**src/rtl/pixel_pkg.sv**
```systemverilog
// Shared definitions for the pixel stream FIFO: in-band codes, FSM states
// and the write-side masking helper.
package pixel_pkg;

  localparam logic [7:0] SYNC_CODE  = 8'h03;
  localparam logic [7:0] BLANK_CODE = 8'h00;
  localparam logic [7:0] PIXEL_MASK = 8'hFC;

  typedef enum logic [1:0] {
    FILL   = 2'b00,
    SYNC   = 2'b01,
    STREAM = 2'b10
  } fifo_state_t;

  // Bits [1:0] are reserved for the sync code, which only this block emits.
  function automatic logic [7:0] mask_pixel(input logic [7:0] d);
    return d & PIXEL_MASK;
  endfunction

endpackage

```
**src/rtl/pixel_fifo_mem.sv**
```systemverilog
// Storage array for the pixel stream FIFO: synchronous write, asynchronous
// read of the head entry.
module pixel_fifo_mem #(
  parameter int DEPTH     = 16,
  parameter int ADDR_BITS = 4,
  parameter int WIDTH     = 8
) (
  input  logic                 i_clk,
  input  logic                 i_we,
  input  logic [ADDR_BITS-1:0] i_waddr,
  input  logic [WIDTH-1:0]     i_wdata,
  input  logic [ADDR_BITS-1:0] i_raddr,
  output logic [WIDTH-1:0]     o_rdata
);

  logic [WIDTH-1:0] r_mem [DEPTH];

  // Tail write; contents are never reset, occupancy tracking makes them don't-care.
  always_ff @(posedge i_clk) begin
    if (i_we) begin
      r_mem[i_waddr] <= i_wdata;
    end
  end

  assign o_rdata = r_mem[i_raddr];

endmodule

```
**src/rtl/pixel_stream_fifo.sv**
```systemverilog
// Elastic byte buffer between the PPU handshake and the VGA driver pixel input.
// Optional build macro: PIXEL_FIFO_STATS_EN adds a saturating underrun counter.
module pixel_stream_fifo
  import pixel_pkg::*;
#(
  parameter int DEPTH       = 16,
  parameter int ADDR_BITS   = 4,
  parameter int PRIME_LEVEL = 8,
  parameter int PIX_DIV     = 4
) (
  input  logic                 clk,
  input  logic                 rst,
  input  logic [7:0]           in_data,
  input  logic                 in_stb,
  output logic                 in_ack,
  output logic [7:0]           out_data,
  output logic                 out_tick,
  output logic [ADDR_BITS:0]   level,
  output logic                 underrun
`ifdef PIXEL_FIFO_STATS_EN
  ,
  output logic [15:0]          underrun_count
`endif
);

  localparam int DIV_W = (PIX_DIV > 1) ? $clog2(PIX_DIV) : 1;
  localparam int LVL_W = ADDR_BITS + 1;
  localparam logic [DIV_W-1:0] DIV_LAST  = DIV_W'(PIX_DIV - 1);
  localparam logic [LVL_W-1:0] LVL_FULL  = LVL_W'(DEPTH);
  localparam logic [LVL_W-1:0] LVL_PRIME = LVL_W'(PRIME_LEVEL);

  logic [DIV_W-1:0]     r_div;
  logic [ADDR_BITS-1:0] r_wptr;
  logic [ADDR_BITS-1:0] r_rptr;
  logic [LVL_W-1:0]     r_level;
  logic                 r_in_ack;
  logic [7:0]           r_out_data;
  logic                 r_out_tick;
  logic                 r_underrun;
  fifo_state_t          r_state;

  logic                 w_tick;
  logic                 w_push;
  logic                 w_pop;
  logic                 w_empty;
  logic                 w_full;
  logic                 w_underrun;
  logic [7:0]           w_head;
  logic [7:0]           w_wdata;
  logic [7:0]           w_out_val;
  fifo_state_t          w_next_state;

  assign w_tick  = (r_div == DIV_LAST);
  assign w_empty = (r_level == {LVL_W{1'b0}});
  assign w_full  = (r_level == LVL_FULL);
  // The pending ack blocks the edge right after acceptance, since the PPU still holds stb.
  assign w_push  = in_stb && !r_in_ack && !w_full;
  assign w_wdata = mask_pixel(in_data);

  pixel_fifo_mem #(
    .DEPTH     (DEPTH),
    .ADDR_BITS (ADDR_BITS),
    .WIDTH     (8)
  ) u_mem (
    .i_clk   (clk),
    .i_we    (w_push),
    .i_waddr (r_wptr),
    .i_wdata (w_wdata),
    .i_raddr (r_rptr),
    .o_rdata (w_head)
  );

  // Pixel tick divider, wrapping at PIX_DIV-1.
  always_ff @(posedge clk) begin
    if (rst) begin
      r_div <= {DIV_W{1'b0}};
    end else if (w_tick) begin
      r_div <= {DIV_W{1'b0}};
    end else begin
      r_div <= r_div + DIV_W'(1);
    end
  end

  // Input handshake, pointers and explicit occupancy counter.
  always_ff @(posedge clk) begin
    if (rst) begin
      r_in_ack <= 1'b0;
      r_wptr   <= {ADDR_BITS{1'b0}};
      r_rptr   <= {ADDR_BITS{1'b0}};
      r_level  <= {LVL_W{1'b0}};
    end else begin
      r_in_ack <= w_push;
      if (w_push) begin
        r_wptr <= r_wptr + ADDR_BITS'(1);
      end
      if (w_pop) begin
        r_rptr <= r_rptr + ADDR_BITS'(1);
      end
      case ({w_push, w_pop})
        2'b10:   r_level <= r_level + LVL_W'(1);
        2'b01:   r_level <= r_level - LVL_W'(1);
        default: r_level <= r_level;
      endcase
    end
  end

  // FSM state register.
  always_ff @(posedge clk) begin
    if (rst) begin
      r_state <= FILL;
    end else begin
      r_state <= w_next_state;
    end
  end

  // FSM next state and per-tick output selection.
  always_comb begin
    w_next_state = r_state;
    w_pop        = 1'b0;
    w_underrun   = 1'b0;
    w_out_val    = BLANK_CODE;
    case (r_state)
      FILL: begin
        w_out_val = BLANK_CODE;
        if (r_level >= LVL_PRIME) begin
          w_next_state = SYNC;
        end else begin
          w_next_state = FILL;
        end
      end
      SYNC: begin
        w_out_val = SYNC_CODE;
        if (w_tick) begin
          w_next_state = STREAM;
        end else begin
          w_next_state = SYNC;
        end
      end
      STREAM: begin
        if (!w_tick) begin
          w_next_state = STREAM;
        end else if (w_empty) begin
          w_out_val    = BLANK_CODE;
          w_underrun   = 1'b1;
          w_next_state = FILL;
        end else begin
          w_out_val    = w_head;
          w_pop        = 1'b1;
          w_next_state = STREAM;
        end
      end
      default: begin
        w_next_state = FILL;
      end
    endcase
  end

  // Registered pixel outputs; out_data only moves on a tick.
  always_ff @(posedge clk) begin
    if (rst) begin
      r_out_data <= BLANK_CODE;
      r_out_tick <= 1'b0;
      r_underrun <= 1'b0;
    end else begin
      r_out_tick <= w_tick;
      r_underrun <= w_underrun;
      if (w_tick) begin
        r_out_data <= w_out_val;
      end
    end
  end

  assign in_ack   = r_in_ack;
  assign out_data = r_out_data;
  assign out_tick = r_out_tick;
  assign level    = r_level;
  assign underrun = r_underrun;

`ifdef PIXEL_FIFO_STATS_EN
  logic [15:0] r_underrun_count;

  // Saturating underrun counter, cleared only by reset.
  always_ff @(posedge clk) begin
    if (rst) begin
      r_underrun_count <= 16'h0000;
    end else if (w_underrun && (r_underrun_count != 16'hFFFF)) begin
      r_underrun_count <= r_underrun_count + 16'h0001;
    end
  end

  assign underrun_count = r_underrun_count;
`endif

endmodule

```
**config.mk**
```make
export PLATFORM = sky130hd
export DESIGN_NAME = pixel_stream_fifo
export DESIGN_NICKNAME = d
export VERILOG_FILES = /design/src/rtl/pixel_pkg.sv /design/src/rtl/pixel_fifo_mem.sv /design/src/rtl/pixel_stream_fifo.sv
export SDC_FILE = /design/constraint.sdc
export NUM_CORES = 1
export LEC_CHECK = 0
export BUFFER_PORTS_ARGS = -buffer_cell sky130_fd_sc_hd__buf_2
export CELL_PAD_IN_SITES_DETAIL_PLACEMENT = 0
export CELL_PAD_IN_SITES_GLOBAL_PLACEMENT = 1
export CORE_UTILIZATION = 31
export CTS_CLUSTER_DIAMETER = 50
export DETAILED_ROUTE_END_ITERATION = 10
export GPL_TIMING_DRIVEN = 0
export PLACE_DENSITY = 0.59
export SYNTH_ARGS = -nofsm -noshare
export SYNTH_HDL_FRONTEND = slang
export SYNTH_HIERARCHICAL = 1
export SYNTH_SLANG_ARGS = --single-unit
export TNS_END_PERCENT = 100
```
**constraint.sdc**
```tcl
create_clock -name clk -period 3.2 [get_ports clk]
set_input_delay 0.64 -clock clk [delete_from_list [all_inputs] [get_ports clk]]
set_output_delay 0.64 -clock clk [all_outputs]
set_load 0.01 [all_outputs]
```
Word-level counts from Yosys, hierarchy flattened:

Memories as Yosys holds them, arrays and structs flattened. A register that Yosys moved wholly into a read port is not among the register bits.
Cells that the tools add are included.

* equality and inequality tests: 6
* $lt $le $gt $ge: 1
* reduce and logical (&&, ||, !) cells: 9
* $add $sub $neg: 5
* div/mod/pow operators: 0
* multiplexer cells: 16
* bitwise gates (word level): 2
* shift operators: 0
* $mul: 0

Operators with widths (number)
* $pmux 8 s2: 1
* $pmux 5 s2: 1
* $add 4x1->4 const B: 2
* $mux 4: 2
* $mux 8: 1
* $mux 1: 7
* $eq 2x2->1 const B: 3
* $mux 2: 3
* $pmux 2 s3: 1
* $add 5x1->5 const B: 1
* $eq 5x5->1 const B: 1
* $ge 5x4->1 const B: 1
* $logic_not 5->1: 1
* $sub 5x1->5 const B: 1
* $eq 2x1->1 const B: 2
* $reduce_or 3->1: 1
* $add 2x1->2 const B: 1
* $logic_and 1x1->1: 2
* $logic_not 1->1: 2
* $logic_not 2->1: 1
* $not 1->1: 2
* $reduce_bool 2->1: 1
* $reduce_or 2->1: 1

* memory bits (writable): 96
* word-level logic and storage cells: 49
* memory bits (read-only): 0
* bits in latches: 0
* memories kept: 1
* register bits after elaboration: 28

Memory list
* u_mem.r_mem: depth 16, width 6, rd ports 1, clocked after memory_dff 1, wr ports 1, RTL line pixel_fifo_mem.sv:16 `logic [WIDTH-1:0] r_mem [DEPTH];`

Depth between registers and ports, before layout:

Gate-level depths: netlist of the first run.

* word-level depth: 6
* mapped depth: 10

By module:

Netlist of the first run, hierarchy kept.

By module, submodules not included
* pixel_fifo_mem: area an instance 4987.3 um2, cells an instance 221, times used 1
* pixel_stream_fifo: area an instance 1287.5 um2, cells an instance 134, times used 1

Least setup slack after synthesis of the first run:

No wires, ideal clock.

* path type: reg-to-reg
* start: reg r_level[0], in the netlist level[0]
* end: reg r_level[4], in the netlist level[4]
* cell stages (with the launch flop): 10
* arrival time: 2.648 ns
* required time: 3.129 ns
* library setup time: 0.071 ns
* slack: 0.481 ns
* buffers on the path: 0
* cells stage by stage: dfxtp_1 or4_4 o211ai_2 inv_1 ha_1 fa_1 nand3_1 a21oi_1 or4_1 a21oi_1

* word-level cells in the longest chain between the ends: 6
* elaborated cells on any way between the ends: 13

RTL lines
* from (decl): RTL line pixel_stream_fifo.sv:35 `logic [LVL_W-1:0] r_level;`
* from (signal assigned): RTL line pixel_stream_fifo.sv:90 `r_level <= {LVL_W{1'b0}};`
* from (signal assigned): RTL line pixel_stream_fifo.sv:100 `2'b10: r_level <= r_level + LVL_W'(1);`
* from (signal assigned): RTL line pixel_stream_fifo.sv:101 `2'b01: r_level <= r_level - LVL_W'(1);`
* $logic_not 5->1 (*): RTL line pixel_stream_fifo.sv:54 `assign w_empty = (r_level == {LVL_W{1'b0}});`
* $mux 1 (*): RTL line pixel_stream_fifo.sv:142 `end else if (w_empty) begin`
* $mux 1 (*): RTL line pixel_stream_fifo.sv:140 `if (!w_tick) begin`
* $mux 1 (*): RTL line pixel_stream_fifo.sv:122 `case (r_state)`
* net w_pop: RTL line pixel_stream_fifo.sv:44 `logic w_pop;`
* $eq 2x1->1 / $eq 2x2->1 (equally long branches): RTL line pixel_stream_fifo.sv:99 `case ({w_push, w_pop})`
* $pmux 5 s2 / $reduce_bool 2->1 (equally long branches)

The timed path passes the listed nets; every way through them passes the cells marked *.
A chain may end at the register's enable or synchronous reset.

Worst setup path after layout of the first run:

Ends and elaborated chain as after synthesis.

==> results of run 1 <==
## sequential cells by signal, summed over array words and instances (netlist names)
| signal | cells |
|---|---|
| in_ack | 1 |
| level | 5 |
| out_data | 8 |
| out_tick | 1 |
| r_div | 2 |
| r_rptr | 4 |
| r_state | 2 |
| r_wptr | 4 |
| u_mem/r_mem | 128 |
| underrun | 1 |
## per-layer routing
layer,vias up,GRT usage,part of all wire
li1,1540,-,-
met1,1650,0.167,0.44
met2,63,0.228,0.50
met3,8,0.0427,0.047
met4,0,0.0382,0.0074
met5,-,0,0
## stage by stage
step | power (uW) | hold slack [ps] | TNS, ps | instances
after global routing | 4550 | 463 | 0 | 709
after detailed placement | 2400 | 423 | 0 | 677
after CTS | 4430 | 432 | 0 | 709
final | 4380 | 427 | 0 | 709
after global placement | 2400 | 421 | -656 | 675
after floorplan | 2350 | 403 | 0 | 386
## layout make-up
| cell class | count | area, um2 | share of cell area |
|---|---|---|---|
| repair buffers | 26 | 133 | 0.0178 |
| clock buffers | 22 | 454 | 0.0609 |
| well taps | 265 | 332 | 0.0444 |
| flip-flops and latches | 156 | 4400 | 0.590 |
| plain buffers | 15 | 123 | 0.0164 |
| multi-input cells | 208 | 1850 | 0.248 |
| inverters | 7 | 26.3 | 0.00352 |
| clock inverters | 10 | 141 | 0.0190 |
## power by group through the flow
stage	clock network [uW]	logic [uW]	registers [uW]
finish	2020	121	2240
global route	2170	137	2240
CTS	2070	122	2240
detailed placement	0	122	2280
global placement	0	119	2280
floorplan	0	71.2	2280
## worst max-delay path by stage
stage	endpoint	slack, ps	cells after the start	startpoint
floorplan	level[4]	480	9	level[0]
finish	level[4]	310	9	level[0]
global route	level[4]	80	9	level[0]
detailed placement	level[4]	280	9	level[0]
global placement	u_mem/r_mem[0][4]	-80	6	in_stb
CTS	level[4]	270	9	level[0]
## kinds of logic (layout without fill, tap and decap cells)
group,count (synthesis),after routing
xor gates and xnor gates,7,7
buffers and inverters,22,80
muxes,33,33
and+or+nand+nor,77,77
other,1,32
AOI/OAI and AO/OA,47,47
DFF,156,156
adders and majority gates,12,12
## cells in the final DEF, fill, tap and decap left out, drive strengths merged, types with 5 or more instances in the layout
| cell type | synthesis | routed |
|---|---|---|
| mux4 | 32 | 32 |
| nor3 | 7 | 7 |
| a21oi | 10 | 10 |
| nand3 | 6 | 6 |
| dfxtp | 28 | 28 |
| inv | 7 | 8 |
| conb | 1 | 32 |
| nand2 | 20 | 20 |
| ha | 11 | 11 |
| a22oi | 16 | 16 |
| clkbuf | 4 | 26 |
| edfxtp | 128 | 128 |
| nor2 | 26 | 26 |
| a22o | 5 | 5 |
| buf | 8 | 34 |
## synth_stat cells (4+ instances only)
cell / instances
a211oi_1: 4
a21oi_1: 10
a22o_1: 5
a22oi_1: 16
buf_6: 4
dfxtp_1: 28
edfxtp_1: 128
ha_1: 11
inv_1: 7
mux4_1: 14
mux4_2: 18
nand2_1: 20
nand3_1: 6
nor2_1: 26
nor3_1: 7
xnor2_1: 4
## critical path: cells and delay by family (launching register included)
family / cells / cell delay (ps)
simple gates: 2 / 1070
compound gates: 4 / 690
fa+ha+maj: 2 / 600
flops: 1 / 370
buf+inv: 1 / 80
==> metrics.csv, run 1 <==
metric;value;unit
cell area after placement;6870;um2
Hold EP;r_div[0];
Largest stage delay, worst path;610;ps
reg2reg end;level[4];
Clk pwr share;0.461;
post-detail-place hpwl;8290;um
antenna violations before repair;0;
worst path required time;3550;ps
# hold bufs at CTS;0;
Inserted Clock Buffers;17;
clock sink count;156;
pre-CTS setup slack;283;ps
CP most frequent cell;a21oi_1;
cells after synthesis;355;
Pwr per Cell Area;587;nW/um2
core area;19700;um2
crit end category;flop;
Starting DRT DRC Count;215;
grt total ovfl;0;
vias;3261;
slowest cell on the critical path;or4_4;
CTS tree;done;
mapped cell area;6270;um2
Sw Pwr;867;uW
Post-synth EDFFs;128;
# fillers;1856;
Die ar.;20800;um2
Inserted Diodes;0;
Clock Path Buffers;2;
period utilization;0.905;
adder-cell share of the synthesized area;0.0251;
combinational share of power;0.028;
largest family of logic cells by synthesized area;multiplexers;
H-tree Lvls;4;
fin. max-slew vios;0;
post-synthesis mux area share;0.125;
CTS root buffer;clkbuf_16;
Critical Path Fanout Max;6;
clock latency on the worst-skew pair;420;ps
Syn Area/Cell;17.7;um2
setup bufs post-CTS;0;
post-route setup slack;305;ps
chip height;144;um
register share of total power;0.511;
vias in the first global route;3353;
share of layout cells above drive strength 1;0.207;
top cells by area, synth;edfxtp_1 61%, dfxtp_1 8.9%, mux4_2 6.5%;
Compound-Gate Fraction of Synth Area;0.0548;
setup slack, reg-to-reg;310;ps
Unique masters post-synth;47;
hold_sp;r_div[0];
Hold Path Stages;1;
Clk pin slew, worst setup/hold paths;60;ps
endpoints failing setup;0;
largest net degree at the start of global routing;17;
cts repair resizes;0;
IO Pins;27;
sw frac;0.198;
Hold Crit Class;reg -> reg;
Yosys top cell area share;0.613;
wire length per cell;17.8;um
Worst Tran Pin Value;955;ps
Synth Area in XOR/XNOR;0.00977;
post-synthesis simple-gate area fraction;0.0592;
Rows;51;
via-per-instance ratio;4.60;
YS warnings;6;
RSZ-0062 raised after global routing;false;
Synth Flop Type;edfxtp_1;
Critical Path Source Type;flop;
First-pass DRT Iterations;4;
max-slew headroom at the worst pin;0.360;
min Tclk post-route;2890;ps
first-pass GRT wire length;19600;um
Final ANT Viol Nets;0;
Synth area leader;edfxtp_1;
max frequency;345;MHz
Layout Nets;454;
final hold vios;0;
Reg2Reg Depth;9;
Die X;144;um
r2r startpoint;level[0];
crit path kind;reg -> reg;
max cap viols;0;
Detailed Route WL;12600;um
GRT Total Usage;0.135;
Pleak;0.00257;uW
outcome;finished clean;
Pint;3510;uW
#FFs+latches synth;156;
synthesis-to-layout area growth;18.9;%
I/O Buffers;24;
Starting Density;0.319;
Seq/Total Area, Yosys;0.702;
Post-route DRC;0;
worst path arrival time;3250;ps
FFs w/ async S/R, synth;0;
CP cell instances;or4_4 > o211ai_2 > inv_1 > ha_1 > ha_1 > a21oi_1 > a21oi_1 > or4_1 > a21oi_1;
routability cong.;0.707;
Finished Cell Area;7460;um2
peak supply drop;0.000308;V
Clock Skew;8.97;ps
fin util;0.380;
Note: power is estimated with default switching activity, not from simulation.
==> run 2: changes to the inputs <==
--- a/config.mk
+++ b/config.mk
@@ -8,7 +8,9 @@
 export BUFFER_PORTS_ARGS = -buffer_cell sky130_fd_sc_hd__buf_2
 export CELL_PAD_IN_SITES_DETAIL_PLACEMENT = 0
 export CELL_PAD_IN_SITES_GLOBAL_PLACEMENT = 1
+export CORE_MARGIN = 10
 export CORE_UTILIZATION = 31
+export CTS_BUF_LIST = sky130_fd_sc_hd__clkbuf_8
 export CTS_CLUSTER_DIAMETER = 50
 export DETAILED_ROUTE_END_ITERATION = 10
 export GPL_TIMING_DRIVEN = 0
==> metrics.csv, run 2 (synthesis gave the netlist of run 1 again) <==
metric;value;unit;change
met2 global-route usage;0.164;;-0.0641
Post-route DRC;0;;unchanged
Reg2Reg Depth;9;;unchanged
Starting Density;0.318;;-0.00103
synthesis-to-layout area growth;15.2;%;
vias;3303;;+1.3%
peak supply drop;0.000240;V;-22%
worst path arrival time;3310;ps;+60 ps
CTS tree;done;;
via-per-instance ratio;4.68;;+1.7%
CP startpoint;level[0];;
vias in the first global route;3383;;+0.89%
clock latency on the worst-skew pair;440;ps;+20 ps
grt met1 use;0.129;;-0.0378
fin. max-slew vios;0;;unchanged
Pleak;0.00247;uW;-3.9%
Sw Pwr;791;uW;-8.8%
Clock Path Buffers;2;;unchanged
Clk pin slew, worst setup/hold paths;80;ps;+20 ps
post-route setup slack;260;ps;-44.6 ps
wire length per cell;18.3;um;+3.1%
GRT Total Usage;0.102;;-0.0334
most frequent cells in the layout;128 x edfxtp_1, 32 x conb_1, 28 x dfxtp_1;;
Starting DRT DRC Count;225;;+4.7%
pre-CTS setup slack;-101;ps;-385 ps
max-slew headroom at the worst pin;0.429;;+0.0690
CP cell instances;or4_4 > o211ai_2 > inv_1 > ha_1 > ha_1 > a21oi_1 > a21oi_1 > or4_1 > a21oi_1;;
Critical Path Fanout Max;6;;unchanged
RSZ-0062 raised after global routing;false;;
endpoints failing setup;0;;unchanged
fin util;0.367;;-0.0130
Detailed Route WL;13000;um;+2.7%
antenna violations before repair;0;;unchanged
slowest cell on the critical path;or4_4;;
First-pass DRT Iterations;4;;unchanged
grt total ovfl;0;;unchanged
Pint;2940;uW;-16%
Die ar.;26300;um2;+27%
Largest stage delay, worst path;610;ps;about the same
crit path kind;reg -> reg;;
post-detail-place hpwl;8680;um;+4.7%
largest net degree at the start of global routing;17;;unchanged
final hold vios;0;;unchanged
Clk pwr share;0.366;;-0.095
Pwr per Cell Area;516;nW/um2;-12%
Die X;162;um;+12%
Top reg by flops;u_mem/r_mem;;
Inserted Clock Buffers;17;;unchanged
number of flip-flops in the largest register;128;;unchanged
routability cong.;0.745;;+5.4%
Inserted Diodes;0;;unchanged
combinational share of power;0.033;;+0.005
max cap viols;0;;unchanged
IO Pins;27;;unchanged
Hold Crit Class;reg -> reg;;
Critical Path Source Type;flop;;
sw frac;0.212;;+0.0143
period utilization;0.919;;+0.0139
Most Used Layer, Global Route;met2;;
cts repair resizes;0;;unchanged
I/O Buffers;24;;unchanged
hold_sp;r_div[0];;
min Tclk post-route;2940;ps;+44.6 ps
Clock Skew;9.59;ps;+0.627 ps
outcome;finished clean;;
chip height;162;um;+12%
crit end category;flop;;
first-pass GRT wire length;20000;um;+2.1%
most common cell after layout, fill and taps aside;edfxtp_1;;
register share of total power;0.600;;+0.089
Hold Path Stages;1;;unchanged
share of layout cells above drive strength 1;0.209;;+0.00141
H-tree Lvls;4;;unchanged
r2r startpoint;level[0];;
max frequency;340;MHz;-1.5%
core area;19700;um2;+0.33%
# hold bufs at CTS;0;;unchanged
CTS root buffer;clkbuf_8;;
Final ANT Viol Nets;0;;unchanged
CP most frequent cell;a21oi_1;;
Worst Tran Pin Value;854;ps;-101 ps
setup bufs post-CTS;0;;unchanged
Rows;51;;unchanged
clock sink count;156;;unchanged
Layout Nets;452;;-0.44%
met3 Use GR;0.0276;;-0.0152
worst path required time;3570;ps;+20 ps
[run 2: cell types whose count changed in the layout (fill, tap and decap cells not counted), sizes merged]
cell	previous run	this run
buf	34	32
bufinv	3	2
clkbuf	26	21
clkinv	4	7
clkinvlp	2	3
inv	8	9
[run 2: worst paths after layout]
kind / to / slack [ps]
worst min register to register: r_div[0] / 430
worst min-delay path: r_div[0] / 430
worst max register to register: level[4] / 260
worst max-delay path: level[4] / 260
[run 2: cell type report]
type / instances / area, um2
clock buffers: 17 / 234
inverters: 7 / 26.3
well taps: 265 / 332
plain buffers: 15 / 123
multi-input cells: 208 / 1860
repair buffers: 24 / 120
flip-flops and latches: 156 / 4400
clock inverters: 14 / 133
fillers: 1867 / 12500
[run 2: stage by stage]
step           cell area [um2]  hold WS [ps]  instances  TNS (ps)  power [uW]
6_report                  7230           433        706         0        3730
5_1_grt                   7230           463        706         0        3870
4_1_cts                   7210           434        706         0        3770
3_5_place_dp              6840           422        675      -809        2410
3_3_place_gp              6840           419        675      -371        2400
2_1_floorplan             6390           403        386         0        2350
[run 2: critical path, delay by kind of cell, from the launching register on]
family,cells,cell delay (ps)
DFF,1,380
AOI/OAI and AO/OA,4,710
buffers and inverters,1,80
and+or+nand+nor,2,1080
adders and majority gates,2,610
[run 2: power groups by stage]
stage	combinational, uW	sequential (uW)	clock [uW]
6_report	123	2240	1370
5_1_grt	141	2240	1490
4_1_cts	124	2240	1410
3_5_place_dp	123	2280	0
3_3_place_gp	121	2280	0
2_1_floorplan	71.2	2280	0
[run 2: layer usage]
layer	wire (um)	vias to the layer above	share of wire
met1	5740	1694	0.44
met2	6390	63	0.49
met5	0	-	0
li1	-	1531	-
met3	661	15	0.051
met4	158	0	0.012
==> run 3: changes to the inputs <==
--- a/config.mk
+++ b/config.mk
@@ -6,6 +6,7 @@
 export NUM_CORES = 1
 export LEC_CHECK = 0
 export BUFFER_PORTS_ARGS = -buffer_cell sky130_fd_sc_hd__buf_2
+export CAP_MARGIN = 20
 export CELL_PAD_IN_SITES_DETAIL_PLACEMENT = 0
 export CELL_PAD_IN_SITES_GLOBAL_PLACEMENT = 1
 export CORE_MARGIN = 10
==> constraint.sdc (replaced) <==
create_clock -name clk -period 3 [get_ports clk]
set_input_delay 0.6 -clock clk [delete_from_list [all_inputs] [get_ports clk]]
set_output_delay 0.6 -clock clk [all_outputs]
set_load 0.01 [all_outputs]
==> metrics.csv, run 3 (synthesis gave the netlist of run 1 again) <==
metric;value;unit;change
H-tree Lvls;4;;unchanged
Sw Pwr;875;uW;+11%
Power Total;3850;uW;+3.3%
min Tclk post-route;2840;ps;-103 ps
Starting DRT DRC Count;240;;+6.7%
GRT Total Usage;0.104;;+0.00174
Finished Cell Area;7230;um2;unchanged
vias;3319;;+0.48%
Fin Setup TNS;0;ps;unchanged
period utilization;0.945;;+0.0268
Cells after DPL;679;;+0.59%
Pwr per Cell Area;533;nW/um2;+3.3%
most frequent cells in the layout;128 x edfxtp_1, 32 x conb_1, 28 x dfxtp_1;;
Final ANT Viol Nets;0;;unchanged
crit end category;flop;;
CTS root buffer;clkbuf_8;;
cell area after placement;6870;um2;+0.44%
max cap viols;0;;unchanged
fin. max-slew vios;0;;unchanged
outcome;finished clean;;
Inserted Clock Buffers;17;;unchanged
Detailed Route WL;13000;um;+0.28%
First-pass DRT Iterations;4;;unchanged
Die ar.;26300;um2;unchanged
Rows;51;;unchanged
combinational share of power;0.035;;+0.002
final hold vios;0;;unchanged
Worst Tran Pin Value;862;ps;+8.03 ps
routability cong.;0.745;;unchanged
endpoints failing setup;0;;unchanged
# hold bufs at CTS;0;;unchanged
worst path arrival time;3000;ps;-310 ps
Clock Skew;12.4;ps;+2.76 ps
IO Pins;27;;unchanged
Hold Crit Class;in -> reg;;
crit path kind;reg -> reg;;
peak supply drop;0.000246;V;+2.7%
via-per-instance ratio;4.65;;-0.50%
Post-route DRC;0;;unchanged
Top reg by flops;u_mem/r_mem;;
share of layout cells above drive strength 1;0.212;;+0.00344
Layout Nets;458;;+1.3%
Clk pin slew, worst setup/hold paths;80;ps;about the same
vias in the first global route;3496;;+3.3%
fin util;0.367;;unchanged
Starting Density;0.318;;unchanged
core area;19700;um2;unchanged
I/O Buffers;24;;unchanged
Die X;162;um;unchanged
Pint;2980;uW;+1.4%
max frequency;353;MHz;+3.6%
non-filler cells, final;713;;+0.99%
most common cell after layout, fill and taps aside;edfxtp_1;;
synthesis-to-layout area growth;15.2;%;unchanged
Critical Path Source Type;flop;;
Inserted Diodes;0;;unchanged
antenna violations before repair;0;;unchanged
RSZ-0062 raised after global routing;false;;
clock sink count;156;;unchanged
chip height;162;um;unchanged
Critical Path Fanout Max;10;;+4
Clk pwr share;0.346;;-0.020
post-detail-place hpwl;8890;um;+2.5%
Clock Path Buffers;2;;unchanged
wire length per cell;18.2;um;-0.71%
max-slew headroom at the worst pin;0.421;;-0.00767
CTS tree;done;;
worst path required time;3160;ps;-410 ps
sw frac;0.227;;+0.0151
register share of total power;0.619;;+0.019
Pleak;0.00245;uW;-0.53%
first-pass GRT wire length;20400;um;+2.0%
largest net degree at the start of global routing;17;;unchanged
number of flip-flops in the largest register;128;;unchanged
clock latency on the worst-skew pair;450;ps;about the same
grt total ovfl;0;;unchanged
run 3: cell type report:
| type | instances | area, um2 |
|---|---|---|
| well taps | 265 | 332 |
| fillers | 1885 | 12500 |
| multi-input cells | 208 | 1850 |
| plain buffers | 15 | 123 |
| clock buffers | 17 | 234 |
| flip-flops and latches | 156 | 4400 |
| repair buffers | 30 | 165 |
| clock inverters | 15 | 98.8 |
| inverters | 7 | 26.3 |
run 3: final timing paths:
path | from | endpoint | slack [ps] | depth (start not counted)
worst max-delay path | level[4] | u_mem/r_mem[0][2] | 160 | 6
worst min-delay path | rst | out_tick | 430 | 2
worst max register to register | level[4] | u_mem/r_mem[0][2] | 160 | 6
worst min register to register | r_div[0] | r_div[0] | 430 | 1
run 3: timing repair:
item,in CTS,in global routing
resized for setup,0,1
setup endpoints to repair,0,2
buffers inserted,0,2
run 3: power groups by stage:
stage | Combinational (uW) | Sequential [uW] | Clock (uW)
after floorplan | 76.0 | 2430 | 0
final | 133 | 2390 | 1330
after detailed placement | 134 | 2440 | 0
after global routing | 154 | 2390 | 1480
after global placement | 129 | 2430 | 0
after CTS | 134 | 2390 | 1390
run 3: metal layers:
metal | routed length, um | track usage | vias up | part of all wire
met3 | 716 | 0.0303 | 11 | 0.055
met2 | 6610 | 0.173 | 66 | 0.51
met1 | 5490 | 0.124 | 1698 | 0.42
met5 | 0 | 0 | - | 0
li1 | - | - | 1544 | -
met4 | 170 | 0.0414 | 0 | 0.013
run 3: metrics by stage:
step           hold WS [ps]  worst slack [ps]
2_1_floorplan           403               281
3_3_place_gp            419              -207
3_5_place_dp            426              19.5
4_1_cts                 388              64.1
5_1_grt                 416              32.1
6_report                430               164
run 3: worst max-delay path: stages, from the launching register on:
cell and delay, ps:
dfxtp_1 340, clkbuf_1 260, a21o_1 280, inv_1 200, or3b_2 510, nor3_1 680
buf_4 270
